===== config.mk =====
export PLATFORM = sky130hd
export DESIGN_NAME = control_unit_flat
export DESIGN_NICKNAME = d
export VERILOG_FILES = /design/src/rtl/control_unit_pkg.sv /design/src/rtl/control_unit_if.sv /design/src/rtl/control_unit_instr_decode.sv /design/src/rtl/control_unit.sv /design/src/flat_wrapper.sv
export SDC_FILE = /design/constraint.sdc
export NUM_CORES = 1
export LEC_CHECK = 0
export CAP_MARGIN = 20
export CORE_AREA = 2 2 43 45
export CTS_BUF_LIST = sky130_fd_sc_hd__clkbuf_16
export DETAILED_ROUTE_END_ITERATION = 12
export DIE_AREA = 0 0 45 47
export PLACE_DENSITY_LB_ADDON = 0.2
export SLEW_MARGIN = 30
export SYNTH_ARGS = -nofsm -noshare
export SYNTH_HDL_FRONTEND = slang
export SYNTH_HIERARCHICAL = 1
export SYNTH_SLANG_ARGS = --single-unit

===== constraint.sdc =====
create_clock -name clk -period 3.7 [get_ports clk]
set_clock_uncertainty 0.1 [all_clocks]
set_input_delay 0.925 -clock clk [delete_from_list [all_inputs] [get_ports clk]]
set_output_delay 0.925 -clock clk [all_outputs]
set_load 0.005 [all_outputs]

===== src/rtl/control_unit_pkg.sv =====
// Shared constants for the 8-bit accumulator CPU: FSM states, opcodes,
// and the decoded instruction-class record.
package cpu_pkg;

    typedef enum logic [1:0] {
        FETCH   = 2'd0,
        ADDR_HI = 2'd1,
        ADDR_LO = 2'd2,
        EXEC    = 2'd3
    } state_t;

    localparam logic [7:0] OP_NOP      = 8'h00;
    localparam logic [7:0] OP_LDAC     = 8'h01;
    localparam logic [7:0] OP_STAC     = 8'h02;
    localparam logic [7:0] OP_MVAC     = 8'h03;
    localparam logic [7:0] OP_MOVR     = 8'h04;
    localparam logic [7:0] OP_JUMP     = 8'h05;
    localparam logic [7:0] OP_JMPZ     = 8'h06;
    localparam logic [7:0] OP_JPNZ     = 8'h07;
    localparam logic [7:0] OP_ALU_BASE = 8'h08;

    // Exactly one of nop..alu is set; gamma flags a two-byte address operand.
    typedef struct packed {
        logic nop;
        logic ldac;
        logic stac;
        logic mvac;
        logic movr;
        logic jump;
        logic jmpz;
        logic jpnz;
        logic alu;
        logic gamma;
    } op_class_t;

    function automatic logic is_gamma(input logic [7:0] opcode);
        return (opcode == OP_LDAC) || (opcode == OP_STAC) || (opcode == OP_JUMP) ||
               (opcode == OP_JMPZ) || (opcode == OP_JPNZ);
    endfunction

endpackage


===== src/rtl/control_unit_if.sv =====
// Controller <-> datapath bundle: opcode/zero flag in, enables and selects out.
interface control_unit_if;
    logic [7:0] opcode;
    logic       ACisZero;
    logic       writeEnableAC;
    logic       writeEnableR;
    logic       writeEnableMem;
    logic       PCEnable;
    logic       instructionRegisterEnable;
    logic       MSBaddressEnable;
    logic       LSBaddressEnable;
    logic       zeroEnable;
    logic       muxSelectPC;
    logic       muxSelectAddress;
    logic       muxSelectALUtoAC;
    logic       muxSelectMEM_or_R_toAC;
    logic       instructionDone;

    modport master (
        input  opcode, ACisZero,
        output writeEnableAC, writeEnableR, writeEnableMem, PCEnable,
               instructionRegisterEnable, MSBaddressEnable, LSBaddressEnable,
               zeroEnable, muxSelectPC, muxSelectAddress, muxSelectALUtoAC,
               muxSelectMEM_or_R_toAC, instructionDone
    );

    modport slave (
        output opcode, ACisZero,
        input  writeEnableAC, writeEnableR, writeEnableMem, PCEnable,
               instructionRegisterEnable, MSBaddressEnable, LSBaddressEnable,
               zeroEnable, muxSelectPC, muxSelectAddress, muxSelectALUtoAC,
               muxSelectMEM_or_R_toAC, instructionDone
    );
endinterface


===== src/rtl/control_unit_instr_decode.sv =====
// Combinational opcode classifier; anything outside the defined set decodes as NOP.
module instr_decode
    import cpu_pkg::*;
(
    input  logic [7:0] opcode_i,
    output op_class_t  class_o
);

    always_comb begin
        class_o = '0;
        case (opcode_i)
            OP_NOP:  class_o.nop  = 1'b1;
            OP_LDAC: class_o.ldac = 1'b1;
            OP_STAC: class_o.stac = 1'b1;
            OP_MVAC: class_o.mvac = 1'b1;
            OP_MOVR: class_o.movr = 1'b1;
            OP_JUMP: class_o.jump = 1'b1;
            OP_JMPZ: class_o.jmpz = 1'b1;
            OP_JPNZ: class_o.jpnz = 1'b1;
            default: begin
                // 0x08-0x0F share the ALU path; the datapath picks the op from opcode[2:0]
                if (opcode_i[7:3] == OP_ALU_BASE[7:3]) class_o.alu = 1'b1;
                else                                   class_o.nop = 1'b1;
            end
        endcase
        class_o.gamma = is_gamma(opcode_i);
    end

endmodule


===== src/rtl/control_unit.sv =====
// Hardwired multicycle controller: FETCH -> ADDR_HI -> [ADDR_LO] -> EXEC.
// The 2-bit state is the only storage; all outputs decode combinationally.
module control_unit
    import cpu_pkg::*;
(
    input  logic           clk,
    input  logic           reset,
    control_unit_if.master cu
);

    state_t    state_q, state_d;
    op_class_t cls;
    logic      jump_taken;

    instr_decode u_decode (
        .opcode_i (cu.opcode),
        .class_o  (cls)
    );

    assign jump_taken = cls.jump | (cls.jmpz & cu.ACisZero) | (cls.jpnz & ~cu.ACisZero);

    always_ff @(posedge clk) begin
        if (reset) state_q <= FETCH;
        else       state_q <= state_d;
    end

    // The IR only holds the new opcode after FETCH, so classification waits until ADDR_HI.
    always_comb begin
        state_d = state_q;
        case (state_q)
            FETCH:   state_d = ADDR_HI;
            ADDR_HI: state_d = cls.gamma ? ADDR_LO : EXEC;
            ADDR_LO: state_d = EXEC;
            EXEC:    state_d = FETCH;
            default: state_d = FETCH;
        endcase
    end

    always_comb begin
        cu.writeEnableAC             = 1'b0;
        cu.writeEnableR              = 1'b0;
        cu.writeEnableMem            = 1'b0;
        cu.PCEnable                  = 1'b0;
        cu.instructionRegisterEnable = 1'b0;
        cu.MSBaddressEnable          = 1'b0;
        cu.LSBaddressEnable          = 1'b0;
        cu.zeroEnable                = 1'b0;
        cu.muxSelectPC               = 1'b0;
        cu.muxSelectAddress          = 1'b0;
        cu.muxSelectALUtoAC          = 1'b0;
        cu.muxSelectMEM_or_R_toAC    = 1'b0;
        cu.instructionDone           = 1'b0;
        if (!reset) begin
            case (state_q)
                FETCH: begin
                    cu.instructionRegisterEnable = 1'b1;
                    cu.PCEnable                  = 1'b1;
                end
                ADDR_HI: begin
                    cu.MSBaddressEnable = cls.gamma;
                    cu.PCEnable         = cls.gamma;
                end
                ADDR_LO: begin
                    cu.LSBaddressEnable = 1'b1;
                    cu.PCEnable         = 1'b1;
                end
                EXEC: begin
                    cu.instructionDone = 1'b1;
                    case (1'b1)
                        cls.nop: ;
                        cls.ldac: begin
                            cu.muxSelectAddress       = 1'b1;
                            cu.muxSelectALUtoAC       = 1'b1;
                            cu.muxSelectMEM_or_R_toAC = 1'b1;
                            cu.writeEnableAC          = 1'b1;
                            cu.zeroEnable             = 1'b1;
                        end
                        cls.stac: begin
                            cu.muxSelectAddress = 1'b1;
                            cu.writeEnableMem   = 1'b1;
                        end
                        cls.mvac: cu.writeEnableR = 1'b1;
                        cls.movr: begin
                            cu.muxSelectALUtoAC = 1'b1;
                            cu.writeEnableAC    = 1'b1;
                            cu.zeroEnable       = 1'b1;
                        end
                        cls.jump, cls.jmpz, cls.jpnz: begin
                            cu.muxSelectPC = jump_taken;
                            cu.PCEnable    = jump_taken;
                        end
                        cls.alu: begin
                            cu.writeEnableAC = 1'b1;
                            cu.zeroEnable    = 1'b1;
                        end
                        default: ;
                    endcase
                end
                default: ;
            endcase
        end
    end

endmodule


===== src/flat_wrapper.sv =====
// flat-port wrapper written by rule: the top's interface ports become plain ports
module control_unit_flat import cpu_pkg::*;
  (clk, reset, cu_opcode, cu_ACisZero, cu_writeEnableAC, cu_writeEnableR, cu_writeEnableMem, cu_PCEnable, cu_instructionRegisterEnable, cu_MSBaddressEnable, cu_LSBaddressEnable, cu_zeroEnable, cu_muxSelectPC, cu_muxSelectAddress, cu_muxSelectALUtoAC, cu_muxSelectMEM_or_R_toAC, cu_instructionDone);
  control_unit_if cu_i ();
  input  logic clk;
  input  logic reset;
  input wire logic [$bits(cu_i.opcode)-1:0] cu_opcode;
  input wire logic [$bits(cu_i.ACisZero)-1:0] cu_ACisZero;
  output wire logic [$bits(cu_i.writeEnableAC)-1:0] cu_writeEnableAC;
  output wire logic [$bits(cu_i.writeEnableR)-1:0] cu_writeEnableR;
  output wire logic [$bits(cu_i.writeEnableMem)-1:0] cu_writeEnableMem;
  output wire logic [$bits(cu_i.PCEnable)-1:0] cu_PCEnable;
  output wire logic [$bits(cu_i.instructionRegisterEnable)-1:0] cu_instructionRegisterEnable;
  output wire logic [$bits(cu_i.MSBaddressEnable)-1:0] cu_MSBaddressEnable;
  output wire logic [$bits(cu_i.LSBaddressEnable)-1:0] cu_LSBaddressEnable;
  output wire logic [$bits(cu_i.zeroEnable)-1:0] cu_zeroEnable;
  output wire logic [$bits(cu_i.muxSelectPC)-1:0] cu_muxSelectPC;
  output wire logic [$bits(cu_i.muxSelectAddress)-1:0] cu_muxSelectAddress;
  output wire logic [$bits(cu_i.muxSelectALUtoAC)-1:0] cu_muxSelectALUtoAC;
  output wire logic [$bits(cu_i.muxSelectMEM_or_R_toAC)-1:0] cu_muxSelectMEM_or_R_toAC;
  output wire logic [$bits(cu_i.instructionDone)-1:0] cu_instructionDone;
  assign cu_i.opcode = cu_opcode;
  assign cu_i.ACisZero = cu_ACisZero;
  assign cu_writeEnableAC = cu_i.writeEnableAC;
  assign cu_writeEnableR = cu_i.writeEnableR;
  assign cu_writeEnableMem = cu_i.writeEnableMem;
  assign cu_PCEnable = cu_i.PCEnable;
  assign cu_instructionRegisterEnable = cu_i.instructionRegisterEnable;
  assign cu_MSBaddressEnable = cu_i.MSBaddressEnable;
  assign cu_LSBaddressEnable = cu_i.LSBaddressEnable;
  assign cu_zeroEnable = cu_i.zeroEnable;
  assign cu_muxSelectPC = cu_i.muxSelectPC;
  assign cu_muxSelectAddress = cu_i.muxSelectAddress;
  assign cu_muxSelectALUtoAC = cu_i.muxSelectALUtoAC;
  assign cu_muxSelectMEM_or_R_toAC = cu_i.muxSelectMEM_or_R_toAC;
  assign cu_instructionDone = cu_i.instructionDone;
  control_unit u_core (.clk(clk), .reset(reset), .cu(cu_i));
endmodule

# Yosys cells after proc, flatten, opt, wreduce, memory -nomap -nowiden
# Cells that the tools add are included.
[op_classes]
eq_ne = 11
n_mux = 66
bitwise = 5
reduce_logical = 10
[op_table]
columns = ["op", "count"]
rows = [
  ["$mux W1", 63],
  ["$eq A8 B3 Y1 const B", 4],
  ["$eq A8 B2 Y1 const B", 2],
  ["$eq A8 B1 Y1 const B", 1],
  ["$logic_not A8 Y1", 1],
  ["$pmux W2 S4", 1],
  ["$reduce_or A8 Y1", 1],
  ["$reduce_or A7 Y1", 1],
  ["$eq A5 B1 Y1 const B", 1],
  ["$eq A2 B2 Y1 const B", 2],
  ["$logic_or A1 B1 Y1", 4],
  ["$pmux W1 S3", 1],
  ["$reduce_or A3 Y1", 1],
  ["$and A1 B1 Y1", 2],
  ["$eq A2 B1 Y1 const B", 1],
  ["$logic_not A2 Y1", 1],
  ["$or A1 B1 Y1", 2],
  ["$pmux W1 S2", 1],
  ["$reduce_or A2 Y1", 1],
  ["$not A1 Y1", 1],
]
[word_totals]
regBits = 2
output_inout_bits = 13

# Logic depth before layout (Yosys ltp)
# Gate-level depths: netlist of run 1.
[depth]
depth_word = 13
depth_mapped = 7
ltp_nobuf = 5

# Cells and area by module
# The synthesis of run 1 kept the hierarchy.
[modules_own_cells]
columns = ["module", "instances", "cells_each", "area_each_um2", "seq_area_each_um2"]
rows = [
  ["control_unit", 1, 38, 304.0, 40.0],
  ["instr_decode", 1, 23, 153.9, 0.0],
]

# Worst setup path before layout of run 1
# No wires, ideal clock.
[synth_timing]
kind = "input-to-output"
from = "input cu_opcode[4]"
to = "output cu_PCEnable"
t_arrival_ps = 2455
path_slack_ps = 220
cell_stages = 6
n_path_buf = 1
path_cell_list = "or4_4 > buf_6 > or2_1 > nor4b_2 > o211ai_1 > a221oi_2"
[synth_rtl]
columns = ["element", "line_no", "source"]
rows = [
  ["from (decl)", "flat_wrapper.sv:7", "input wire logic [$bits(cu_i.opcode)-1:0] cu_opcode;"],
  ["to (decl)", "flat_wrapper.sv:12", "output wire logic [$bits(cu_i.PCEnable)-1:0] cu_PCEnable;"],
]

==> results of run 1 <==
## worst max-delay path, cell delays in order
cell	delay, ps
buf_6	90
or4_4	580
or2_4	270
nor4b_4	200
o211ai_1	140
buf_4	160
a221oi_2	220
buf_2	150
## worst min path at each step
stage	startpoint	endpoint	depth (start not counted)
after floorplan	u_core/state_q[0]	u_core/state_q[0]	2
after global placement	u_core/state_q[0]	u_core/state_q[0]	2
after detailed placement	u_core/state_q[0]	u_core/state_q[0]	2
after CTS	u_core/state_q[0]	u_core/state_q[0]	2
after global routing	u_core/state_q[0]	u_core/state_q[0]	2
final	u_core/state_q[0]	u_core/state_q[0]	2
## metrics by stage
step	worst slack [ps]	area, µm²	utilization (%)
detailed placement	-722	815	49.3
global placement	-674	815	49.3
global route	-160	992	60.1
finish	-51.6	992	60.1
CTS	-36.3	953	57.7
floorplan	220	458	-
## power by group
part | leakage [nW] | internal [mW] | total [mW] | switching, mW
combinational | 0.382 | 0.0716 | 0.133 | 0.0618
clock | 0.0370 | 0.137 | 0.160 | 0.0224
sequential | 0.0167 | 0.0314 | 0.0429 | 0.0115
total | 0.435 | 0.240 | 0.336 | 0.0957
## cells by family after synthesis
family	count (synthesis)	share of synthesized area (%)
AOI/OAI and AO/OA	7	10.4
adders and majority gates	5	13.7
buffers and inverters	9	9.84
DFF	2	8.74
muxes	1	2.46
and+or+nand+nor	37	54.9
## timing repair
action / 4_1_cts / 5_1_grt
hold endpoints to repair: 0 / 0
gates resized for setup: 43 / 14
setup endpoints to repair: 10 / 7
setup buffers: 3 / 1
pin swaps: 7 / 0
## layout by cell type, fill, tap and decap left out, drive strengths merged
cell type      synthesis  layout
nor2b                  1       1
mux2                   1       1
clkdlybuf4s15          0       2
ha                     5       5
dlygate4sd2            0       9
inv                    6       6
or2                    1       1
nor4                   7       7
a221oi                 1       1
or3b                   2       2
nor4b                  4       4
nand2                  1       1
buf                    2      25
or4                    1       1
a21oi                  4       4
and2b                  3       3
nor2                   8       8
nand3                  1       1
nor3b                  2       2
clkdlybuf4s50          0       5
or3                    1       1
nand2b                 2       2
nor3                   2       2
and3b                  1       1
o21ai                  1       1
o211ai                 1       1
clkbuf                 1       6
dfxtp                  2       2
## cell type report
class / count / area, µm²
Fill cell: 157 / 659
Multi-Input combinational cell: 50 / 482
Timing Repair Buffer: 44 / 352
Clock buffer: 3 / 75.1
Sequential cell: 2 / 40.0
Inverter: 6 / 22.5
Tap cell: 17 / 21.3
## per-layer routing
| metal | vias up | track usage (%) | part of all wire, % |
|---|---|---|---|
| li1 | 312 | - | - |
| met1 | 264 | 21.4 | 47 |
| met2 | 15 | 25.4 | 48 |
| met3 | 0 | 3.46 | 5.6 |
| met4 | 0 | 3.53 | 0 |
| met5 | - | 0 | 0 |
==> impl_metrics.toml, run 1 <==
[status]
status = "finished, violations left"
violations = "setup timing"

[critical_path]
reg2reg_from = "u_core/state_q[0]"
regToRegEndpoint = "u_core/state_q[1]"
crit_arrival_ps = 2730
worstSetupPathType = "in -> out"
startpoint_type = "input pin"
crit_path_start = "cu_opcode[6]"
cp-end-kind = "output port"
critPathCapture = "cu_PCEnable"
cp.required_ps = 2670
r2r_slack_ps = 2520
crit_fanout = 5
r2r_cells = 3

[clock_network]
cts_root_buf = "clkbuf_16"
h-tree-depth = 1
clock_sinks = 2
cts_buffer_depth = 2
cts_made_buffers = 3
worstSkewPairLatency_ps = 220
path_clk_slew_ps = 30
cts_tree = "built"
cts_hold_buffers = 0

[grt]
grt_pass1_vias = 564
grt_max_degree = 8
track_usage_pct = 15.7
grt_pass1_wl_mm = 2.48
antenna_found_initial = 0
grt-ovfl-total = 0

[finish]
largest_reg_flops = 2
reg_top3 = "u_core/state_q: 2 flops"
regMostFlops = "u_core/state_q"
drive_above_1_share_pct = 49.5
layout.nets = 123
area.growth.synth_to_final_pct = 117
layout.cells.non_filler = 122
diodes = 0

[worst_hold_path]
hold_path.class = "reg -> reg"

[route]
ant_nets = 0
vias_per_cell = 4.84
drt_pass1_iterations = 2
wl_per_cell_um = 13.1
vias = 591
first_iter_violations = 4
post-route-drc-count = 0
wl_mm = 1.60

[placement]
placed_cells = 115
dp_hpwl_mm = 1.03
portBuffers = 23
gp_congestion = 0.704

[logic_synthesis]
synth_cell_types = 30
yosysTopAreaCellShare_pct = 13.7
synth_area_leaders = "ha_1 (14%), dfxtp_1 (8.7%), nor4_1 (8.2%)"
synth-async-reset-ratio_pct = 0
avgSynthCellArea_um2 = 7.51
syn_nets = 77
synth_top_cell_by_area = "ha_1"
ys_seq_area_share_pct = 8.74
ys_ff_latch = 2
synth-main-ff-cell = "dfxtp_1"
post-synth-top-count-cell = "nor2_1"
netlist_instances = 61
synth_edf_count = 0
ys_top_cells_by_count = "nor2_1 (8), inv_1 (6), nor4_1 (6)"
synth_area_um2 = 458
synth_warnings = 6

[floorplan]
start_util_pct = 27.7
die_area_mm2 = 0.00212
ioPinCount = 24
core_area_mm2 = 0.00165
die_h_um = 47
rows = 15
die_w_um = 45

[sta]
holdWs_ps = 444
hold_viol = 0
period_needed_ps = 3750
fin_ws_ps = -51.6
setup_viol = 1
rsz0062_at_grt = "yes"
post-route-period-util_pct = 101
drv_slew = 0
clock.fmax_mhz = 267
relSlewSlack_pct = 79.3
setup_tns_ps = -51.6
tightest_slew_ps = 306

[power_and_ir_drop]
power_mw = 0.336
p_leak_nw = 0.435
ir_worst_vdd_v = 0.000359
powerDensity_mw_per_mm2 = 339

[job]
maxCapViolations = 0
Power figures use the tool's default switching activity.
==> inputs of run 2 (changes only) <==
--- a/config.mk
+++ b/config.mk
@@ -5,12 +5,14 @@
 export SDC_FILE = /design/constraint.sdc
 export NUM_CORES = 1
 export LEC_CHECK = 0
+export ABC_CLOCK_PERIOD_IN_PS = 3700
 export CAP_MARGIN = 20
 export CORE_AREA = 2 2 43 45
 export CTS_BUF_LIST = sky130_fd_sc_hd__clkbuf_16
 export DETAILED_ROUTE_END_ITERATION = 12
 export DIE_AREA = 0 0 45 47
 export PLACE_DENSITY_LB_ADDON = 0.2
+export SKIP_CTS_REPAIR_TIMING = 1
 export SLEW_MARGIN = 30
 export SYNTH_ARGS = -nofsm -noshare
 export SYNTH_HDL_FRONTEND = slang
==> run 2 against run 1 <==
Against the previous run:
- the flow still finishes with violations (setup timing)
- critical path depth stayed put
- hold slack got worse by 4.2 ps
- clock-buffer cell count did not move
- non-clock buffer count did not move
- maximum frequency rose by 0.93%
- sequential share of layout area down 0.10 points
- flip-flop and latch count unchanged
- via count is 2.2% lower
- wire length shrank 5.2%
==> impl_metrics.toml, run 2 (synthesis gave the netlist of run 1 again) <==
[critical_path]
cp.required_ps = 2670
worstSetupPathType = "in -> out"
path_cells = "buf_6 > or4_4 > buf_6 > nor4_4 > mux2_4 > o211ai_1 > a221oi_2 > buf_2"
crit_family = "simple AND/OR/NAND/NOR gates"
slowest_stage = "or4_4"
crit_path_frequent_cell = "buf_6"
crit_fanout = 4
crit_buf_inv = 3
slowest_delay_ps = 550
startpoint_type = "input pin"
crit_arrival_ps = 2690
cp-end-kind = "output port"

[clock_network]
cts_made_buffers = 3
path_clk_slew_ps = 30
cts_tree = "built"
h-tree-depth = 1
cts_buffer_depth = 2
worstSkewPairLatency_ps = 220
clock_sinks = 2
cts_root_buf = "clkbuf_16"

[power_and_ir_drop]
power_mw = 0.334
pwr-share-clk_pct = 47.8
powerDensity_mw_per_mm2 = 328
switching_share_pct = 27.9
combPwrFrac_pct = 39.5
p_seq_share_pct = 12.8
p_leak_nw = 0.601
p_int_mw = 0.241
p_sw_mw = 0.0932
ir_worst_vdd_v = 0.000360

[route]
first_iter_violations = 3
vias = 578
wl_per_cell_um = 12.4
drt_pass1_iterations = 3
wl_mm = 1.51
ant_nets = 0
vias_per_cell = 4.74
post-route-drc-count = 0

[grt]
use_met3_pct = 4.23
use_met1_pct = 19.6
grtUsageMet2_pct = 21.1
grt_pass1_vias = 538
antenna_found_initial = 0
track_usage_pct = 14.1
grt.busiest_layer = "met2"
grt_max_degree = 8
grt-ovfl-total = 0
grt_pass1_wl_mm = 2.24

[sta]
tightest_slew_ps = 331
fin_ws_ps = -16.9
period_needed_ps = 3720
rsz0062_at_grt = "yes"
post-route-period-util_pct = 100
hold_viol = 0
drv_slew = 0
relSlewSlack_pct = 77.8
clock.fmax_mhz = 269
setup_viol = 1

[floorplan]
ioPinCount = 24
start_util_pct = 27.7
core_area_mm2 = 0.00165
rows = 15
die_area_mm2 = 0.00212
die_w_um = 45
die_h_um = 47

[status]
status = "finished, violations left"
violations = "setup timing"

[finish]
drive_above_1_share_pct = 42.9
layout.nets = 123
diodes = 0
layout_commonest_cell = "buf_4"
area.growth.synth_to_final_pct = 122
reg_top3 = "u_core/state_q: 2 flops"
multi_input_area_um2 = 443
regMostFlops = "u_core/state_q"
final_cell_mix = "buf_4 (19), dlymetal6s2s_1 (14), nor2_1 (8)"
fillers = 147
largest_reg_flops = 2
regArea_um2 = 40.0

[worst_hold_path]
hold_path.class = "reg -> reg"

[placement]
portBuffers = 23
preCtsSetupSlack_ps = -722
dp_hpwl_mm = 1.03
gp_congestion = 0.704

[job]
maxCapViolations = 0
run 2: changes by cell type in the layout (fill, tap and decap cells not counted), moves of 2 or more:
cell	before	now
buf_2	3	1
clkdlybuf4s15_1	2	0
dlygate4sd2_1	9	0
dlymetal6s2s_1	0	14
nand2b_2	0	2
nand2b_4	2	0
nor4_1	2	4
run 2: area by class of cell:
class	instances	share of cell area, %
Clock buffer	3	7.37
Inverter	6	2.21
Multi-Input combinational cell	50	43.5
Sequential cell	2	3.93
Tap cell	17	2.09
Timing Repair Buffer	44	40.9
run 2: worst paths after layout:
path / startpoint / endpoint / slack (ps) / depth (start not counted)
worst min-delay path: u_core/state_q[0] / u_core/state_q[0] / 440 / 2
worst min register to register: u_core/state_q[0] / u_core/state_q[0] / 440 / 2
worst max-delay path: cu_opcode[5] / cu_PCEnable / -20 / 8
worst max register to register: u_core/state_q[0] / u_core/state_q[1] / 2530 / 3
run 2: per-layer routing:
layer | wire length, µm | vias to the layer above
met4 | 0 | 0
met5 | 0 | -
met3 | 79 | 0
met1 | 715 | 251
li1 | - | 314
met2 | 716 | 13
run 2: stage by stage:
stage	utilization (%)	area [µm²]	TNS (ps)	std cells	hold WS [ps]
finish	61.7	1020	-16.9	122	440
detailed placement	49.3	815	-5420	115	439
CTS	53.9	890	-5580	118	442
global placement	49.3	815	-5350	115	435
floorplan	-	458	0	61	401
global route	61.7	1020	-105	122	475
run 2: power groups by stage:
stage / Clock (mW) / Sequential, mW / Combinational (mW)
after floorplan: 0 / 0.0404 / 0.0690
after global placement: 0 / 0.0423 / 0.125
after detailed placement: 0 / 0.0428 / 0.126
after CTS: 0.161 / 0.0424 / 0.132
after global routing: 0.164 / 0.0439 / 0.146
final: 0.159 / 0.0426 / 0.132
run 2: worst min-delay path, stage by stage, from the launching register on:
cell and delay (ps):
dfxtp_1 340, nand3_1 90, a21oi_1 50
==> inputs of run 3 (changes only) <==
--- a/config.mk
+++ b/config.mk
@@ -7,10 +7,10 @@
 export LEC_CHECK = 0
 export ABC_CLOCK_PERIOD_IN_PS = 3700
 export CAP_MARGIN = 20
-export CORE_AREA = 2 2 43 45
+export CORE_AREA = 2 2 39 41
 export CTS_BUF_LIST = sky130_fd_sc_hd__clkbuf_16
 export DETAILED_ROUTE_END_ITERATION = 12
-export DIE_AREA = 0 0 45 47
+export DIE_AREA = 0 0 41 43
 export PLACE_DENSITY_LB_ADDON = 0.2
 export SKIP_CTS_REPAIR_TIMING = 1
 export SLEW_MARGIN = 30
@@ -18,3 +18,4 @@
 export SYNTH_HDL_FRONTEND = slang
 export SYNTH_HIERARCHICAL = 1
 export SYNTH_SLANG_ARGS = --single-unit
+export TNS_END_PERCENT = 5
==> run 3 against run 2 <==
Against the previous run:
- the run now ends clean
- die area decreased by 17%
- sequential share of layout area is 0.16 points lower
- register-to-register slack worse by 50 ps
- setup slack gained 30 ps
- flip-flop and latch count unchanged
- combinational power grew 3%
- hold slack better by 41 ps
- via count rose by 4.5%
- total power rose by 1.9%
- first-iteration DRC count grew to 3.3 times the previous value
- critical path type unchanged
==> impl_metrics.toml, run 3 (synthesis gave the netlist of run 1 again) <==
[floorplan]
die_h_um = 43
die_w_um = 41
start_util_pct = 33.1
ioPinCount = 24
die_area_mm2 = 0.00176
core_area_mm2 = 0.00138
rows = 14

[worst_hold_path]
hold_path.class = "reg -> reg"

[grt]
grt_pass1_wl_mm = 1.90
grt_max_degree = 8
track_usage_pct = 14.9
antenna_found_initial = 0
grt_pass1_vias = 503
grt-ovfl-total = 0

[sta]
tightest_slew_ps = 361
fin_ws_ps = 13.0
setup_viol = 0
rsz0062_at_grt = "yes"
hold_viol = 0
relSlewSlack_pct = 75.7
period_needed_ps = 3690
clock.fmax_mhz = 271
drv_slew = 0
post-route-period-util_pct = 99.6

[clock_network]
cts_root_buf = "clkbuf_16"
cts_buffer_depth = 2
clock_sinks = 2
h-tree-depth = 1
worstSkewPairLatency_ps = 220
cts_made_buffers = 3
cts_tree = "built"
path_clk_slew_ps = 30

[placement]
portBuffers = 23
dp_hpwl_um = 970
dpl-instance-area_um2 = 806
placed_cells = 113
preCtsSetupSlack_ps = -680
gp_congestion = 0.757

[power_and_ir_drop]
combPwrFrac_pct = 40.0
switching_share_pct = 29.4
p_int_mw = 0.240
p_sw_mw = 0.0999
powerDensity_mw_per_mm2 = 320
p_seq_share_pct = 12.8
p_leak_nw = 0.633
pwr-share-clk_pct = 47.3
power_mw = 0.340
ir_worst_vdd_v = 0.000411

[critical_path]
crit_arrival_ps = 2660
worstSetupPathType = "in -> out"
crit_fanout = 5
slowest_stage = "or4_4"
path_cells = "dlymetal6s2s_1 > or4_4 > buf_6 > nor3_4 > mux2_4 > o211ai_1 > a221oi_2 > buf_2"
startpoint_type = "input pin"
slowest_delay_ps = 580
crit_family = "simple AND/OR/NAND/NOR gates"
cp-end-kind = "output port"
cp.required_ps = 2670
crit_buf_inv = 3

[route]
first_iter_violations = 10
wl_mm = 1.66
vias_per_cell = 5.08
vias = 604
post-route-drc-count = 0
drt_pass1_iterations = 4
wl_per_cell_um = 14.0
ant_nets = 0

[finish]
layout.nets = 121
area.growth.synth_to_final_pct = 132
stdcell_area_mm2 = 0.00106
fin_util_pct = 76.8
final_cell_mix = "dlymetal6s2s_1 (16), buf_4 (16), nor2_1 (8)"
diodes = 0
reg_top3 = "u_core/state_q: 2 flops"
largest_reg_flops = 2
regMostFlops = "u_core/state_q"
layout.cells.non_filler = 119
drive_above_1_share_pct = 39.8

[job]
maxCapViolations = 0

[status]
status = "finished, final reports clean"
run 3: cell count changes in the layout (fill, tap and decap cells not counted), sizes merged:
cell,before,now
clkbuf,5,3
dlymetal6s2s,14,16
buf,23,20
clkdlybuf4s50,5,6
run 3: per-stage QoR:
stage | TNS [ps] | hold WS [ps]
global placement | -5340 | 444
global route | -197 | 501
CTS | -5620 | 451
floorplan | 0 | 401
detailed placement | -5430 | 450
finish | 0 | 481
run 3: final cells by class:
class                      count  area, µm²
multi-input combinational     50        485
tap                           16       20.0
sequential                     2       40.0
inverter                       6       22.5
timing repair buffer          42        419
clock buffer                   3       75.1
fill                          92        322
run 3: per-layer routing:
layer	routed length, µm	track usage, %	vias to the layer above
li1	-	-	307
met1	738	21.0	279
met2	837	22.2	18
met3	86	4.71	0
met4	0	2.00	0
met5	0	0	-
run 3: path summary, 6_finish.rpt:
path	slack (ps)	cells past startpoint	endpoint	start
worst max-delay path	10	8	cu_PCEnable	cu_opcode[6]
worst min-delay path	480	2	u_core/state_q[0]	u_core/state_q[0]
worst max register to register	2480	4	u_core/state_q[0]	u_core/state_q[0]
worst min register to register	480	2	u_core/state_q[0]	u_core/state_q[0]
run 3: power by group through the flow:
stage               Clock [mW]  Combinational [mW]  Sequential, mW
finish                   0.161               0.136          0.0435
global route             0.165               0.145          0.0444
CTS                      0.163               0.126          0.0423
detailed placement           0               0.125          0.0428
global placement             0               0.123          0.0423
floorplan                    0              0.0690          0.0404
run 3: worst reg2reg max path, delay by kind of cell (launching register included):
| kind | cells | cell delay, ps |
|---|---|---|
| flip-flops | 1 | 410 |
| adder cells (fa/ha/maj) | 1 | 240 |
| AO/OA/AOI/OAI | 2 | 240 |
| buffers and inverters | 1 | 110 |
